File: config.mk
export PLATFORM = sky130hd
export DESIGN_NAME = bp_me_io_cmd_arb
export DESIGN_NICKNAME = d
export VERILOG_FILES = /design/src/rtl/bp_me_io_cmd_arb.sv
export SDC_FILE = /design/constraint.sdc
export NUM_CORES = 1
export LEC_CHECK = 0
export ABC_AREA = 1
export BUFFER_PORTS_ARGS = -buffer_cell sky130_fd_sc_hd__buf_2
export CORE_AREA = 2 2 310 312
export CTS_CLUSTER_SIZE = 14
export DETAILED_ROUTE_END_ITERATION = 8
export DIE_AREA = 0 0 312 314
export GPL_TIMING_DRIVEN = 0
export PLACE_DENSITY = 0.3
export SLEW_MARGIN = 20
export SYNTH_ARGS = -nofsm -noshare
export SYNTH_HDL_FRONTEND = slang
export SYNTH_SLANG_ARGS = --single-unit
File: constraint.sdc
create_clock -name clk_i -period 7.14 [get_ports clk_i]
set_clock_uncertainty 0.1 [all_clocks]
set_input_delay 0.714 -clock clk_i [delete_from_list [all_inputs] [get_ports clk_i]]
set_output_delay 0.714 -clock clk_i [all_outputs]
set_load 0.01 [all_outputs]
File: src/rtl/bp_me_io_cmd_arb.sv
// rtl/bp_me_io_cmd_arb.sv - N-to-1 IO command arbiter with lock and in-order response routing
// Optional per-channel accept and stall counters under BP_ME_IO_CMD_ARB_STATS_EN.
module bp_me_io_cmd_arb #(
  parameter int num_chan_p    = 3,
  parameter int msg_width_p   = 128,
  parameter int outstanding_p = 4,
  parameter int rr_p          = 1
) (
  input  logic                              clk_i,
  input  logic                              reset_n_i,
  input  logic [num_chan_p*msg_width_p-1:0] chan_cmd_i,
  input  logic [num_chan_p-1:0]             chan_cmd_v_i,
  output logic [num_chan_p-1:0]             chan_cmd_ready_o,
  output logic [msg_width_p-1:0]            chan_resp_o,
  output logic [num_chan_p-1:0]             chan_resp_v_o,
  input  logic [num_chan_p-1:0]             chan_resp_ready_i,
  output logic [msg_width_p-1:0]            io_cmd_o,
  output logic                              io_cmd_v_o,
  input  logic                              io_cmd_ready_i,
  input  logic [msg_width_p-1:0]            io_resp_i,
  input  logic                              io_resp_v_i,
  output logic                              io_resp_ready_o,
  output logic                              err_o
`ifdef BP_ME_IO_CMD_ARB_STATS_EN
  ,
  output logic [num_chan_p*32-1:0]          stat_cmd_cnt_o,
  output logic [31:0]                       stat_stall_cnt_o
`endif
);

  localparam int id_w_lp  = (num_chan_p > 1) ? $clog2(num_chan_p) : 1;
  localparam int ptr_w_lp = (outstanding_p > 1) ? $clog2(outstanding_p) : 1;
  localparam int cnt_w_lp = $clog2(outstanding_p + 1);

  logic [id_w_lp-1:0]  rr_ptr_q, rr_ptr_d;
  logic                lock_q, lock_d;
  logic [id_w_lp-1:0]  lock_id_q, lock_id_d;
  logic [id_w_lp-1:0]  tag_q [outstanding_p];
  logic [ptr_w_lp-1:0] wr_ptr_q, wr_ptr_d;
  logic [ptr_w_lp-1:0] rd_ptr_q, rd_ptr_d;
  logic [cnt_w_lp-1:0] count_q, count_d;
  logic                err_q, err_d;

  logic [id_w_lp-1:0]  arb_id;
  logic                arb_found;
  logic [id_w_lp-1:0]  grant_id;
  logic [id_w_lp-1:0]  head_id;
  logic                fifo_full, fifo_empty;
  logic                cmd_fire, resp_fire;

  assign fifo_full  = (count_q == cnt_w_lp'(outstanding_p));
  assign fifo_empty = (count_q == '0);

  // First pass honours the round-robin start point; second pass wraps to index 0.
  always_comb begin
    arb_id    = '0;
    arb_found = 1'b0;
    for (int i = 0; i < num_chan_p; i++) begin
      if (!arb_found && chan_cmd_v_i[i] && ((rr_p == 0) || (i >= int'(rr_ptr_q)))) begin
        arb_found = 1'b1;
        arb_id    = id_w_lp'(i);
      end
    end
    for (int i = 0; i < num_chan_p; i++) begin
      if (!arb_found && chan_cmd_v_i[i]) begin
        arb_found = 1'b1;
        arb_id    = id_w_lp'(i);
      end
    end
  end

  assign grant_id   = lock_q ? lock_id_q : arb_id;
  assign io_cmd_v_o = (|chan_cmd_v_i) & ~fifo_full;
  assign cmd_fire   = io_cmd_v_o & io_cmd_ready_i;

  always_comb begin
    io_cmd_o         = '0;
    chan_cmd_ready_o = '0;
    for (int i = 0; i < num_chan_p; i++) begin
      if (grant_id == id_w_lp'(i)) begin
        io_cmd_o            = chan_cmd_i[i*msg_width_p +: msg_width_p];
        chan_cmd_ready_o[i] = io_cmd_v_o & io_cmd_ready_i;
      end
    end
  end

  assign head_id     = tag_q[rd_ptr_q];
  assign chan_resp_o = io_resp_i;

  always_comb begin
    chan_resp_v_o   = '0;
    io_resp_ready_o = 1'b0;
    for (int i = 0; i < num_chan_p; i++) begin
      if (head_id == id_w_lp'(i)) begin
        chan_resp_v_o[i] = io_resp_v_i & ~fifo_empty;
        io_resp_ready_o  = chan_resp_ready_i[i] & ~fifo_empty;
      end
    end
  end

  assign resp_fire = io_resp_v_i & io_resp_ready_o;

  // Hold the offered command stable while the link backpressures it.
  always_comb begin
    lock_d    = lock_q;
    lock_id_d = lock_id_q;
    if (cmd_fire) begin
      lock_d = 1'b0;
    end else if (io_cmd_v_o && !io_cmd_ready_i) begin
      lock_d    = 1'b1;
      lock_id_d = grant_id;
    end
  end

  always_comb begin
    rr_ptr_d = rr_ptr_q;
    if ((rr_p != 0) && cmd_fire) begin
      rr_ptr_d = (grant_id == id_w_lp'(num_chan_p - 1)) ? '0 : grant_id + 1'b1;
    end
  end

  always_comb begin
    wr_ptr_d = wr_ptr_q;
    rd_ptr_d = rd_ptr_q;
    count_d  = count_q;
    if (cmd_fire) begin
      wr_ptr_d = (wr_ptr_q == ptr_w_lp'(outstanding_p - 1)) ? '0 : wr_ptr_q + 1'b1;
    end
    if (resp_fire) begin
      rd_ptr_d = (rd_ptr_q == ptr_w_lp'(outstanding_p - 1)) ? '0 : rd_ptr_q + 1'b1;
    end
    case ({cmd_fire, resp_fire})
      2'b10:   count_d = count_q + 1'b1;
      2'b01:   count_d = count_q - 1'b1;
      default: count_d = count_q;
    endcase
  end

  assign err_d = err_q | (io_resp_v_i & fifo_empty);
  assign err_o = err_q;

  always_ff @(posedge clk_i or negedge reset_n_i) begin
    if (!reset_n_i) begin
      rr_ptr_q  <= '0;
      lock_q    <= 1'b0;
      lock_id_q <= '0;
      wr_ptr_q  <= '0;
      rd_ptr_q  <= '0;
      count_q   <= '0;
      err_q     <= 1'b0;
      for (int i = 0; i < outstanding_p; i++) begin
        tag_q[i] <= '0;
      end
    end else begin
      rr_ptr_q  <= rr_ptr_d;
      lock_q    <= lock_d;
      lock_id_q <= lock_id_d;
      wr_ptr_q  <= wr_ptr_d;
      rd_ptr_q  <= rd_ptr_d;
      count_q   <= count_d;
      err_q     <= err_d;
      if (cmd_fire) begin
        tag_q[wr_ptr_q] <= grant_id;
      end
    end
  end

`ifdef BP_ME_IO_CMD_ARB_STATS_EN
  logic [31:0] stat_cmd_q [num_chan_p];
  logic [31:0] stat_stall_q;

  always_ff @(posedge clk_i or negedge reset_n_i) begin
    if (!reset_n_i) begin
      stat_stall_q <= '0;
      for (int i = 0; i < num_chan_p; i++) begin
        stat_cmd_q[i] <= '0;
      end
    end else begin
      if (io_cmd_v_o && !io_cmd_ready_i) begin
        stat_stall_q <= stat_stall_q + 32'd1;
      end
      for (int i = 0; i < num_chan_p; i++) begin
        if (chan_cmd_ready_o[i]) begin
          stat_cmd_q[i] <= stat_cmd_q[i] + 32'd1;
        end
      end
    end
  end

  for (genvar g = 0; g < num_chan_p; g++) begin : g_stat
    assign stat_cmd_cnt_o[g*32 +: 32] = stat_cmd_q[g];
  end
  assign stat_stall_cnt_o = stat_stall_q;
`endif

endmodule

Word-level counts from Yosys, hierarchy flattened
Cells that the tools add are included.
- equality and inequality tests: 9
- mux-type cells: 35
- $add $sub $neg: 5
- magnitude comparators: 6
- reduce and logical (&&, ||, !) cells: 23
- bitwise gates (word level): 14
- operators with widths (kind ; number):
    $mux W128 ; 3
    $mux W2 ; 11
    $mux W1 ; 17
    $eq A2 B2 Y1 const B ; 5
    $logic_and A1 B1 Y1 ; 10
    $and A1 B1 Y1 ; 8
    $bwmux W8 ; 1
    $add A2 B1 Y2 const B ; 3
    $eq A2 B1 Y1 const B ; 3
    $ge A3 B3 Y1 const B ; 2
    $logic_not A1 Y1 ; 6
    $not A2 Y3 ; 2
    $pmux W3 S2 ; 1
    $bmux W2 S2 ; 1
    $demux W2 S2 ; 1
    $ge A1 B2 Y1 const A ; 2
    $logic_not A2 Y1 ; 2
    $reduce_bool A2 Y1 ; 2
    $add A3 B1 Y3 const B ; 1
    $eq A3 B3 Y1 const B ; 1
    $logic_not A3 Y1 ; 1
    $lt A3 B1 Y1 const B ; 1
    $not A1 Y1 ; 3
    $reduce_or A3 Y1 ; 1
    other kinds (4) ; 4
- word-level logic and storage cells: 103
- register bits: 21
- output and inout port bits: 265
- input port bits: 522

Longest topological paths before layout
- depth in word-level cells: 25
- mapped depth: 16

Worst setup path after synthesis
No wires, ideal clock.
- path kind: input to output
- start point: input port chan_cmd_v_i[2]
- end point: output port chan_cmd_ready_o[2]
- path buffers: 2
- required time: 6326 ps
- data arrival time: 1746 ps
- cell stages on the path: 8
- setup slack: 4580 ps
- path through: inv_1 > a21oi_2 > nand3_1 > o211ai_1 > nand2_1 > buf_4 > buf_2 > nor3_1
- longest elaborated chain between the ends: 15
- elaborated cells on any way between the ends: 21
- those cells by class: eq/ne (1); mux (9); bitwise (2); reduce/logical (9)
- RTL lines (what ; line ; RTL):
    from (decl) ; 12 ; input logic [num_chan_p-1:0] chan_cmd_v_i,
    $logic_and A1 B1 Y1 (2 in a row) ; 59 ; if (!arb_found && chan_cmd_v_i[i] && ((rr_p == 0) || (i >= int'(rr_ptr_q)))) begin
    $mux W1 ; 59 ;
    $logic_not A1 Y1 ; 65 ; if (!arb_found && chan_cmd_v_i[i]) begin
    $logic_and A1 B1 Y1 ; 65 ;
    $mux W1 ; 65 ;
    $logic_not A1 Y1 ; 65 ;
    $logic_and A1 B1 Y1 ; 65 ;
    $mux W1 ; 65 ;
    $logic_not A1 Y1 ; 65 ;
    $logic_and A1 B1 Y1 ; 65 ;
    $mux W2 ; 65 ;
    $mux W2 ; 72 ; assign grant_id = lock_q ? lock_id_q : arb_id;
    $eq A2 B2 Y1 ; 80 ; if (grant_id == id_w_lp'(i)) begin
    $mux W1 (*) ; 80 ;
    to (decl) ; 13 ; output logic [num_chan_p-1:0] chan_cmd_ready_o,
Every way passes the cells marked *; elsewhere a longest branch is shown, timed or not.

Worst setup path after layout
- start point: input port chan_cmd_v_i[1]
- end point: output port io_cmd_o[15]
- longest elaborated chain between the ends: 21
- elaborated cells on any way between the ends: 27
- those cells by class: eq/ne (2); mux (13); reduce/logical (12)
- RTL lines (what ; line ; RTL):
    $logic_and A1 B1 Y1 (2 in a row) ; 59 ;
    $mux W1 ; 59 ;
    $logic_not A1 Y1 ; 59 ;
    $logic_and A1 B1 Y1 (2 in a row) ; 59 ;
    $mux W1 ; 59 ;
    $logic_not A1 Y1 ; 65 ;
    $logic_and A1 B1 Y1 ; 65 ;
    $mux W1 ; 65 ;
    [... 2 more ...] ; - ;
    $mux W1 ; 65 ;
    $logic_not A1 Y1 ; 65 ;
    $logic_and A1 B1 Y1 ; 65 ;
    $mux W2 (*) ; 65 ;
    $mux W2 (*) ; 72 ;
    $logic_not A2 Y1 ; 80 ;
    $mux W128 (2 in a row) ; 80 ;
    $mux W128 (*) ; 80 ;
    to (decl) ; 17 ; output logic [msg_width_p-1:0] io_cmd_o,
Marked as above.

==> metrics.txt <==
status=finished clean; Hold Worst Slack=0.335 ns; # Max-Cap Violations=0; Post-CTS Hold Fix Bufs=0; final worst-path cycle share=56.0%; Pleak=5.42 nW; commonest non-fill, non-tap cell in the layout=buf_2; drt wl/cell=20.8 um; Synth Area in Simple Gates=59.7%; post-CTS sizing=0; fin util=11.7%; endpoints failing setup=0; All-Layer GR Usage=11.2%; Synth area leaders=nand4_1 26%, buf_4 16%, nand3_1 15%; I/O pins=787; row cnt=113; synthesized net count=1441; fill cell count=11300; final setup TNS=0 ns; Power Dens Cells=386 nW/um^2; Peak VDD IR=0.121 mV; area leader, netlist=nand4_1; First DRT Iteration DRCs=683; max frequency=250 MHz; GRT overflow=0; synthesized area per cell=6.67 um^2; Die ar.=98000 um^2; Routed WL=59300 um; Clock Latency Late Sink=0.25 ns; Sink Count=21; Worst Tran Pin Value=0.691 ns; Slew Limit Fails=0; CP Launch Type=input port; CP arrival=3.18 ns; post-DP HPWL=51900 um; Die X=312 um; Nets=2105; YS warnings=0; most frequent cells in the layout=729 x buf_2, 256 x nand4_1, 186 x nand3_1; Port Buffers=658; via count=9887; Worst-path clk slew=0.06 ns; Post-Synth Adder-Cell Area=1.56%; vias in the first global route=10200; clock root cell=clkbuf_16; largest family of logic cells by synthesized area=simple AND/OR/NAND/NOR gates; fraction of layout cells with a size suffix above 1=61.3%; CTS tree=built; crit-path max FO=10; Hold Crit Class=in2async; Syn-to-layout area delta=82.3%; post-synthesis sequential area ratio=8.64%; Cell Area, Synth=6080 um^2; post-route ant nets=0; RSZ-0062 raised after global routing=false; compound-gate portion of the synthesized area=2.10%; Synth cell types=30; slew margin rel.=53.9%; Num CTS Buffers=3; post-CTS setup buffers=0; CP endpoint kind=primary output; post-synthesis mux area share=0%; Critical Path RT=6.33 ns; largest net degree at the start of global routing=22; share of the synthesized area in the top cell type=26.3%; XOR/XNOR share of the synthesized area=0.288%; core area=94400 um^2; Max clock buf depth=2; first-pass GRT wire length=78600 um; WS Path Type=in2out; Final min period=4.00 ns; antenna violations before repair=21; Via density=3.47; final RePlAce weighted congestion=0.830; DRC Markers=0; height of the die=314 um; H-tree depth=1; Hold Vio Cnt, Final=0; Yosys reg bits=21; post-synthesis cell count=912; DRT Pass-1 Iters=5; Initial Util=6.44%
==> kinds of logic (layout without fill, tap and decap cells) <==
group                      Yosys count  after routing
xor gates and xnor gates             2              2
buffers and inverters              267            930
AOI/OAI and AO/OA                   23             23
DFF                                 21             21
adders and majority gates            7              7
and+or+nand+nor                    592            592
other                                0              8
==> routing by layer <==
layer / global-route usage, % / vias up / wire, um
met5: 0 / - / 49
met4: 4.51 / 8 / 2490
met3: 2.32 / 70 / 3970
met2: 20.1 / 585 / 29700
met1: 12.9 / 4587 / 23100
li1: - / 4637 / -
==> where the power goes <==
part           total, mW  internal, mW  leakage [nW]  switching, mW
clock              0.121        0.0761        0.0382         0.0451
combinational       3.94          1.24          5.13           2.71
sequential         0.220         0.175         0.255         0.0444
total               4.28          1.49          5.42           2.80
==> flip-flops by register name (all words and copies together), names as in the netlist <==
register and flops:
count_q 3, err_o 1, lock_id_q 2, lock_q 1, rd_ptr_q 2, rr_ptr_q 2, tag_q 8, wr_ptr_q 2
==> stage by stage <==
stage          power, mW  area, um^2  worst slack, ns  cells
2_1_floorplan       2.32        6080             4.58    912
3_3_place_gp        4.27       11000             3.09   2835
3_5_place_dp        4.24       11000             3.04   2836
4_1_cts             4.38       11100             3.04   2840
5_1_grt             4.63       11100             2.88   2846
6_report            4.28       11100             3.14   2848
==> worst max-delay path, cell delays in order <==
cell	delay [ns]
buf_2	0.13
a21oi_2	0.12
nand3_1	0.12
o21ai_1	0.10
nand2_1	0.07
nand2_1	0.12
buf_2	0.57
buf_2	0.33
nand4_1	0.50
nand3_1	0.21
buf_2	0.16
==> final timing paths <==
path	from	endpoint	slack [ns]	depth (start not counted)
max	chan_cmd_v_i[1]	io_cmd_o[15]	3.14	11
min	reset_n_i	tag_q[5]$_DFFE_PN0P_	0.34	1
max reg2reg	rd_ptr_q[0]$_DFFE_PN0P_	count_q[2]$_DFFE_PN0P_	4.59	16
min reg2reg	err_o$_DFF_PN0_	err_o$_DFF_PN0_	0.38	1
max in group asynchronous	reset_n_i	rr_ptr_q[0]$_DFFE_PN0P_	6.24	1
min in group clk_i	err_o$_DFF_PN0_	err_o$_DFF_PN0_	0.38	1
==> area by class of cell <==
type / instances / area [um^2] / share of cell area (%)
plain buffers: 241 / 1590 / 14.4
multi-input cells: 624 / 3870 / 34.9
well taps: 1265 / 1580 / 14.3
flip-flops and latches: 21 / 526 / 4.74
clock buffers: 4 / 78.8 / 0.711
inverters: 26 / 97.6 / 0.880
repair buffers: 659 / 3320 / 30.0
diodes: 8 / 20.0 / 0.181
==> cell usage after synthesis <==
library cell / n
a31oi_1: 1
a21oi_1: 4
o21bai_1: 1
o21ai_0: 9
nor2_4: 1
or2_2: 2
nand3_1: 186
inv_2: 3
xor2_1: 1
buf_4: 132
clkinv_1: 1
fa_1: 1
nor3_1: 4
o211ai_1: 1
inv_1: 22
o21ai_1: 5
nand2_1: 53
nand3_2: 81
nand2_4: 1
nand4_1: 256
buf_2: 71
a21oi_2: 1
clkbuf_1: 27
nor2_1: 8
o21a_1: 1
xnor2_1: 1
ha_1: 6
buf_1: 2
buf_8: 9
dfrtp_1: 21
Power figures use the tool's default switching activity.
